**config.mk**
```make
export PLATFORM = sky130hd
export DESIGN_NAME = ritc_autotrain_ctrl
export DESIGN_NICKNAME = d
export VERILOG_FILES = /design/src/rtl/ritc_autotrain_ctrl.sv
export SDC_FILE = /design/constraint.sdc
export NUM_CORES = 1
export LEC_CHECK = 0
export CAP_MARGIN = 20
export CORE_ASPECT_RATIO = 1.5
export CORE_MARGIN = 1.5
export CORE_UTILIZATION = 42
export CTS_CLUSTER_DIAMETER = 30
export DETAILED_ROUTE_END_ITERATION = 10
export GPL_ROUTABILITY_DRIVEN = 0
export PLACE_DENSITY_LB_ADDON = 0.08
export SKIP_CTS_REPAIR_TIMING = 1
export SLEW_MARGIN = 25
export SYNTH_ARGS = -nofsm -noshare
export SYNTH_HDL_FRONTEND = slang
export SYNTH_SLANG_ARGS = --single-unit
```
**constraint.sdc**
```tcl
create_clock -name clk_i -period 5.7 [get_ports clk_i]
set_input_delay 1.14 -clock clk_i [delete_from_list [all_inputs] [get_ports clk_i]]
set_output_delay 1.14 -clock clk_i [all_outputs]
set_load 0.05 [all_outputs]
```
**src/rtl/ritc_autotrain_ctrl.sv**
```systemverilog
// Automatic per-bit IDELAY eye centring and bitslip alignment master for the dual-RITC datapath bus.
// Optional eye log (define AUTOTRAIN_EYE_LOG_EN): per-bit {eye_len, tap} readable via log_addr_i/log_dat_o.
module ritc_autotrain_ctrl #(
  parameter int          NUM_CH        = 6,
  parameter int          NUM_BIT       = 12,
  parameter logic [7:0]  TRAIN_PATTERN = 8'hB4,
  parameter int          SETTLE_CYCLES = 64,
  parameter int          READS         = 8,
  parameter int          MAX_SLIP      = 8
) (
  input  logic                      clk_i,
  input  logic                      rst_n_i,
  input  logic                      start_i,
  output logic                      busy_o,
  output logic                      done_o,
  output logic [NUM_CH*NUM_BIT-1:0] fail_o,
  output logic [6:0]                fail_count_o,
  output logic [6:0]                cur_sel_o,
  output logic                      bus_sel_o,
  output logic                      bus_wr_o,
  output logic [3:0]                bus_addr_o,
  output logic [31:0]               bus_dat_o,
  input  logic [31:0]               bus_dat_i
`ifdef AUTOTRAIN_EYE_LOG_EN
  ,
  input  logic [6:0]                log_addr_i,
  output logic [9:0]                log_dat_o
`endif
);

  localparam logic [3:0] S_IDLE    = 4'd0;
  localparam logic [3:0] S_SELECT  = 4'd1;
  localparam logic [3:0] S_SET_TAP = 4'd2;
  localparam logic [3:0] S_SETTLE  = 4'd3;
  localparam logic [3:0] S_SAMPLE  = 4'd4;
  localparam logic [3:0] S_EVAL    = 4'd5;
  localparam logic [3:0] S_CENTER  = 4'd6;
  localparam logic [3:0] S_CHECK   = 4'd7;
  localparam logic [3:0] S_SLIP    = 4'd8;
  localparam logic [3:0] S_FAIL    = 4'd9;
  localparam logic [3:0] S_NEXT    = 4'd10;
  localparam logic [3:0] S_DONE    = 4'd11;

  localparam logic [15:0] SETTLE_LAST = 16'(SETTLE_CYCLES - 1);
  localparam logic [15:0] READ_LAST   = 16'(READS - 1);
  localparam logic [3:0]  SLIP_LIMIT  = 4'(MAX_SLIP);
  localparam logic [2:0]  CH_LAST     = 3'(NUM_CH - 1);
  localparam logic [3:0]  BIT_LAST    = 4'(NUM_BIT - 1);
  localparam int          NUM_SEL     = NUM_CH * NUM_BIT;

  logic [3:0]  state_reg;
  logic [2:0]  ch_reg;
  logic [3:0]  bit_reg;
  logic [4:0]  tap_reg;
  logic [15:0] cnt_reg;
  logic        to_check_reg;
  logic [7:0]  first_reg;
  logic        stable_reg;
  logic        match_reg;
  logic [4:0]  run_start_reg;
  logic [5:0]  run_len_reg;
  logic [4:0]  best_start_reg;
  logic [5:0]  best_len_reg;
  logic [3:0]  slip_cnt_reg;
  logic [6:0]  fail_count_reg;
  logic        done_reg;

  logic [7:0]  rd_byte;
  logic [6:0]  sel;
  logic [6:0]  flat_idx;
  logic        accept_start;
  logic        fail_set;
  logic [5:0]  run_len_next;
  logic [4:0]  run_start_next;
  logic [4:0]  center_tap;
  logic        check_all_match;
  logic        unused_dat;

  assign rd_byte      = bus_dat_i[7:0];
  assign unused_dat   = ^bus_dat_i[31:8];
  assign sel          = {ch_reg, bit_reg};
  assign flat_idx     = {4'd0, ch_reg} * 7'(NUM_BIT) + {3'd0, bit_reg};
  assign accept_start = (state_reg == S_IDLE) && start_i;
  assign fail_set     = (state_reg == S_FAIL);

  // A good tap extends the current run; the first good tap after a bad one opens a new run.
  assign run_len_next   = run_len_reg + 6'd1;
  assign run_start_next = (run_len_reg == 6'd0) ? tap_reg : run_start_reg;
  assign center_tap     = (best_len_reg == 6'd0) ? 5'd0 : best_start_reg + best_len_reg[5:1];
  assign check_all_match = ((cnt_reg == 16'd0) || match_reg) && (rd_byte == TRAIN_PATTERN);

  always_ff @(posedge clk_i or negedge rst_n_i) begin
    if (!rst_n_i) begin
      state_reg      <= S_IDLE;
      ch_reg         <= 3'd0;
      bit_reg        <= 4'd0;
      tap_reg        <= 5'd0;
      cnt_reg        <= 16'd0;
      to_check_reg   <= 1'b0;
      first_reg      <= 8'd0;
      stable_reg     <= 1'b0;
      match_reg      <= 1'b0;
      run_start_reg  <= 5'd0;
      run_len_reg    <= 6'd0;
      best_start_reg <= 5'd0;
      best_len_reg   <= 6'd0;
      slip_cnt_reg   <= 4'd0;
      fail_count_reg <= 7'd0;
      done_reg       <= 1'b0;
    end else begin
      case (state_reg)
        S_IDLE: begin
          if (start_i) begin
            done_reg       <= 1'b0;
            fail_count_reg <= 7'd0;
            ch_reg         <= 3'd0;
            bit_reg        <= 4'd0;
            state_reg      <= S_SELECT;
          end
        end
        S_SELECT: begin
          tap_reg        <= 5'd0;
          run_len_reg    <= 6'd0;
          run_start_reg  <= 5'd0;
          best_len_reg   <= 6'd0;
          best_start_reg <= 5'd0;
          slip_cnt_reg   <= 4'd0;
          state_reg      <= S_SET_TAP;
        end
        S_SET_TAP: begin
          to_check_reg <= 1'b0;
          cnt_reg      <= 16'd0;
          state_reg    <= S_SETTLE;
        end
        S_SETTLE: begin
          if (cnt_reg == SETTLE_LAST) begin
            cnt_reg   <= 16'd0;
            state_reg <= to_check_reg ? S_CHECK : S_SAMPLE;
          end else begin
            cnt_reg <= cnt_reg + 16'd1;
          end
        end
        S_SAMPLE: begin
          if (cnt_reg == 16'd0) begin
            first_reg  <= rd_byte;
            stable_reg <= 1'b1;
          end else if (rd_byte != first_reg) begin
            stable_reg <= 1'b0;
          end
          if (cnt_reg == READ_LAST) begin
            cnt_reg   <= 16'd0;
            state_reg <= S_EVAL;
          end else begin
            cnt_reg <= cnt_reg + 16'd1;
          end
        end
        S_EVAL: begin
          if (stable_reg) begin
            run_len_reg   <= run_len_next;
            run_start_reg <= run_start_next;
            // Strictly longer only, so an equal-length later run never displaces the earlier one.
            if (run_len_next > best_len_reg) begin
              best_len_reg   <= run_len_next;
              best_start_reg <= run_start_next;
            end
          end else begin
            run_len_reg <= 6'd0;
          end
          if (tap_reg == 5'd31) begin
            state_reg <= S_CENTER;
          end else begin
            tap_reg   <= tap_reg + 5'd1;
            state_reg <= S_SET_TAP;
          end
        end
        S_CENTER: begin
          tap_reg      <= center_tap;
          to_check_reg <= 1'b1;
          cnt_reg      <= 16'd0;
          state_reg    <= (best_len_reg == 6'd0) ? S_FAIL : S_SETTLE;
        end
        S_CHECK: begin
          match_reg <= check_all_match;
          if (cnt_reg == READ_LAST) begin
            cnt_reg <= 16'd0;
            if (check_all_match) begin
              state_reg <= S_NEXT;
            end else if (slip_cnt_reg < SLIP_LIMIT) begin
              state_reg <= S_SLIP;
            end else begin
              state_reg <= S_FAIL;
            end
          end else begin
            cnt_reg <= cnt_reg + 16'd1;
          end
        end
        S_SLIP: begin
          slip_cnt_reg <= slip_cnt_reg + 4'd1;
          to_check_reg <= 1'b1;
          cnt_reg      <= 16'd0;
          state_reg    <= S_SETTLE;
        end
        S_FAIL: begin
          fail_count_reg <= fail_count_reg + 7'd1;
          state_reg      <= S_NEXT;
        end
        S_NEXT: begin
          if (bit_reg == BIT_LAST) begin
            bit_reg <= 4'd0;
            if (ch_reg == CH_LAST) begin
              ch_reg    <= 3'd0;
              state_reg <= S_DONE;
            end else begin
              ch_reg    <= ch_reg + 3'd1;
              state_reg <= S_SELECT;
            end
          end else begin
            bit_reg   <= bit_reg + 4'd1;
            state_reg <= S_SELECT;
          end
        end
        S_DONE: begin
          done_reg  <= 1'b1;
          state_reg <= S_IDLE;
        end
        default: state_reg <= S_IDLE;
      endcase
    end
  end

  genvar gi;
  generate
    for (gi = 0; gi < NUM_SEL; gi++) begin : g_fail
      always_ff @(posedge clk_i or negedge rst_n_i) begin
        if (!rst_n_i) begin
          fail_o[gi] <= 1'b0;
        end else if (accept_start) begin
          fail_o[gi] <= 1'b0;
        end else if (fail_set && (flat_idx == 7'(gi))) begin
          fail_o[gi] <= 1'b1;
        end
      end
    end
  endgenerate

  // Bus outputs decode straight from registered state so a reset drops them in the same cycle.
  always_comb begin
    bus_sel_o  = 1'b0;
    bus_wr_o   = 1'b0;
    bus_addr_o = 4'd0;
    bus_dat_o  = 32'd0;
    case (state_reg)
      S_SELECT, S_SLIP: begin
        bus_sel_o  = 1'b1;
        bus_wr_o   = 1'b1;
        bus_addr_o = 4'd2;
        bus_dat_o  = {1'b0, (state_reg == S_SLIP), 7'h0, sel, 16'h0};
      end
      S_SET_TAP: begin
        bus_sel_o  = 1'b1;
        bus_wr_o   = 1'b1;
        bus_addr_o = 4'd4;
        bus_dat_o  = {1'b1, 8'h0, sel, 11'h0, tap_reg};
      end
      S_CENTER: begin
        bus_sel_o  = 1'b1;
        bus_wr_o   = 1'b1;
        bus_addr_o = 4'd4;
        bus_dat_o  = {1'b1, 8'h0, sel, 11'h0, center_tap};
      end
      S_SAMPLE, S_CHECK: begin
        bus_sel_o  = 1'b1;
        bus_addr_o = 4'd2;
      end
      default: ;
    endcase
  end

  assign busy_o       = (state_reg != S_IDLE);
  assign done_o       = done_reg;
  assign fail_count_o = fail_count_reg;
  assign cur_sel_o    = sel;

`ifdef AUTOTRAIN_EYE_LOG_EN
  logic [9:0] log_mem [NUM_SEL];

  always_ff @(posedge clk_i) begin
    if (state_reg == S_NEXT) begin
      log_mem[flat_idx] <= {best_len_reg[4:0], center_tap};
    end
  end

  always_ff @(posedge clk_i or negedge rst_n_i) begin
    if (!rst_n_i) begin
      log_dat_o <= 10'd0;
    end else if (log_addr_i < 7'(NUM_SEL)) begin
      log_dat_o <= log_mem[log_addr_i];
    end else begin
      log_dat_o <= 10'd0;
    end
  end
`endif

endmodule

```
==> flow_summary.ini <==
[cts]
cts-buffers-inserted = 17
path_clk_slew_ns = 0.06
clock_latency_ns = 0.44
clockBufferDepth = 2
htreeDepth = 4
cts_tree = built
cts-root-buf = clkbuf_16
clkSinkCount = 149

[yosys]
synth_warnings = 0
netlist_area_um2 = 7770
syn_area_per_cell_um2 = 9.64
yosysTopAreaCell = dfrtp_1
synthFlopType = dfrtp_1
synth_edf_count = 0
synth-seq-cells = 149
yosysTopAreaCellShare_pct = 48.0
synth-async-reset-ratio_pct = 100
netlist_top_cells_area = dfrtp_1 (48%), nor2_1 (5.2%), ha_1 (4.5%)
synthCells = 806
yosysSeqAreaShare_pct = 48.0
synth.distinct_cells = 65

[timing]
period_minus_slack_ns = 4.41
fmax_ghz = 0.227
setup_violations = 0
slew_violations = 0
relSlewSlack_pct = 32.8
min_period_over_period_pct = 77.3
hold_violations = 0
tightest_slew_ns = 0.999
fin_setup_tns_ns = 0
finClkSkew_ns = 0.00903
fin_ws_ns = 1.29
rsz0062_at_grt = false

[die]
die_w_um = 114
core_area_um2 = 18000
die_y_um = 170
die-area_um2 = 19300
start_util_pct = 43.1
ios = 161
std_cell_rows = 60

[route]
drt_wl_total_um = 20500
first_iter_violations = 513
wl_per_cell_um = 18.2
drtPass1Iterations = 4
route.detailed.drc = 0
routed-wl-met3_um = 911
wl_met1_um = 8380
ant_nets = 0
wl_met2_um = 10900
top_layer = met4
routed_via_density = 5.72
vias = 6458

[power]
power_leakage_uw = 0.00405
power_density_nw_per_um2 = 231
ir_drop_uv = 130

[finish]
mostFrequentLayoutCells = dfrtp_1 (149), clkdlybuf4s50_1 (115), nor2_1 (108)
layoutNonFillerInstCount = 1129
layout_commonest_cell = dfrtp_1
regArea_um2 = 3730
design_area_um2 = 9550
diodes = 0
fin_nets = 965
drive_gt1_share_pct = 7.24
num-fill-cells = 1641
largest_reg_flops = 72
area_growth_pct = 22.9
multi_input_area_um2 = 3670

[global_routing]
grt_pass1_wl_um = 32800
overflow = 0
grt_start_max_net_pins = 104
antenna_found_initial = 0
grt_pass1_vias = 6357
track_usage_pct = 21.8

[placement]
place_inst = 1097
dpl_cell_area_um2 = 8970
numPortBuffers = 116
place_ws_ns = 1.79
post-dp-hpwl_um = 14800

[critical_path]
cp.required_ns = 4.56
slowest_delay_ns = 0.81
worstSetupStartpoint = state_reg[1]
rr_startpoint = ch_reg[0]
crit_slowest_cell = clkdlybuf4s50_1
cp_max_fo = 22
crit_chain = nand2b_1 > nor3_1 > a22o_1 > clkdlybuf4s50_1
critical_path_buf_inv_count = 1
cp-end-kind = output pin
worst_ep_arrival_time_ns = 3.27
path_delay_family = simple AND/OR/NAND/NOR gates
path_class = reg -> out
crit_path_start_kind = flip-flop

[hold_path]
min_from = fail_o[29]
hp-class = reg -> reg

[run]
drv_cap = 0

[outcome]
status = finished clean
-- metrics by stage --
stage	utilization [%]	hold WS, ns	power [uW]
2_1_floorplan	-	0.456	1120
3_3_place_gp	49.8	0.475	1140
3_5_place_dp	49.8	0.477	1140
4_1_cts	52.9	0.490	2220
5_1_grt	53.0	0.505	2280
6_report	53.0	0.492	2200
-- metal layers --
layer / global-route usage, % / up-vias
met5: 0 / -
met4: 7.34 / 0
met3: 4.86 / 23
met2: 39.5 / 189
met1: 25.3 / 3222
li1: - / 3024
-- cells by family (layout without fill, tap and decap cells) --
group	count (synthesis)	count (layout)	synth area share [%]
XOR/XNOR	30	30	3.38
AND/OR/NAND/NOR	291	291	18.3
flip-flops	149	149	48.0
other	1	20	0.0483
buffers and inverters	92	179	5.86
multiplexers	16	16	2.21
AO/OA/AOI/OAI	196	196	16.9
adder cells (fa/ha/maj)	31	31	5.28
-- final timing paths --
path / slack [ns] / cells after the start / to
min reg2reg: 0.49 / 1 / fail_o[29]
min in group asynchronous: 0.80 / 1 / fail_o[25]
min: 0.49 / 1 / fail_o[29]
max in group asynchronous: 3.76 / 2 / cnt_reg[6]
max: 1.29 / 4 / bus_dat_o[0]
max reg2reg: 2.82 / 7 / fail_o[62]
-- where the power goes --
part	switching, uW	internal [uW]	leakage, uW
Sequential	0	1060	0.00166
Combinational	53.0	9.01	0.00211
Clock	491	594	0.000276
Total	544	1660	0.00405
-- worst reg2reg max path, stage by stage (launching register included) --
cell and delay (ns):
dfrtp_1 0.47, ha_1 0.30, fa_1 0.60, nand2b_1 0.15
and3_1 0.39, and3_1 0.61, a31oi_1 0.16, nor2_1 0.13
-- final cells by class --
| cell class | instances | area share (%) |
|---|---|---|
| inverter | 24 | 0.944 |
| timing repair buffer | 123 | 12.8 |
| tap | 217 | 2.84 |
| sequential | 149 | 39.1 |
| multi-input combinational | 584 | 38.5 |
| clock inverter | 13 | 1.21 |
| clock buffer | 19 | 4.74 |
-- Yosys cell counts (all sizes together) (4+ instances only) --
cell    number
nor2       108
mux2         9
a21o         6
xor2        16
nand3       31
o211ai       4
nand4       14
and3        18
nand2       60
o21ai       44
o21a        12
nor2b        9
xnor2       14
mux2i        7
nand2b      10
o31ai       10
and2        11
a21oi       26
ha          28
nor4         5
clkbuf      33
a31oi       40
a22o        11
a41oi       17
nor3         8
dfrtp      149
inv         24
a211oi       4
buf         35
Note: power is estimated with default switching activity, not from simulation.
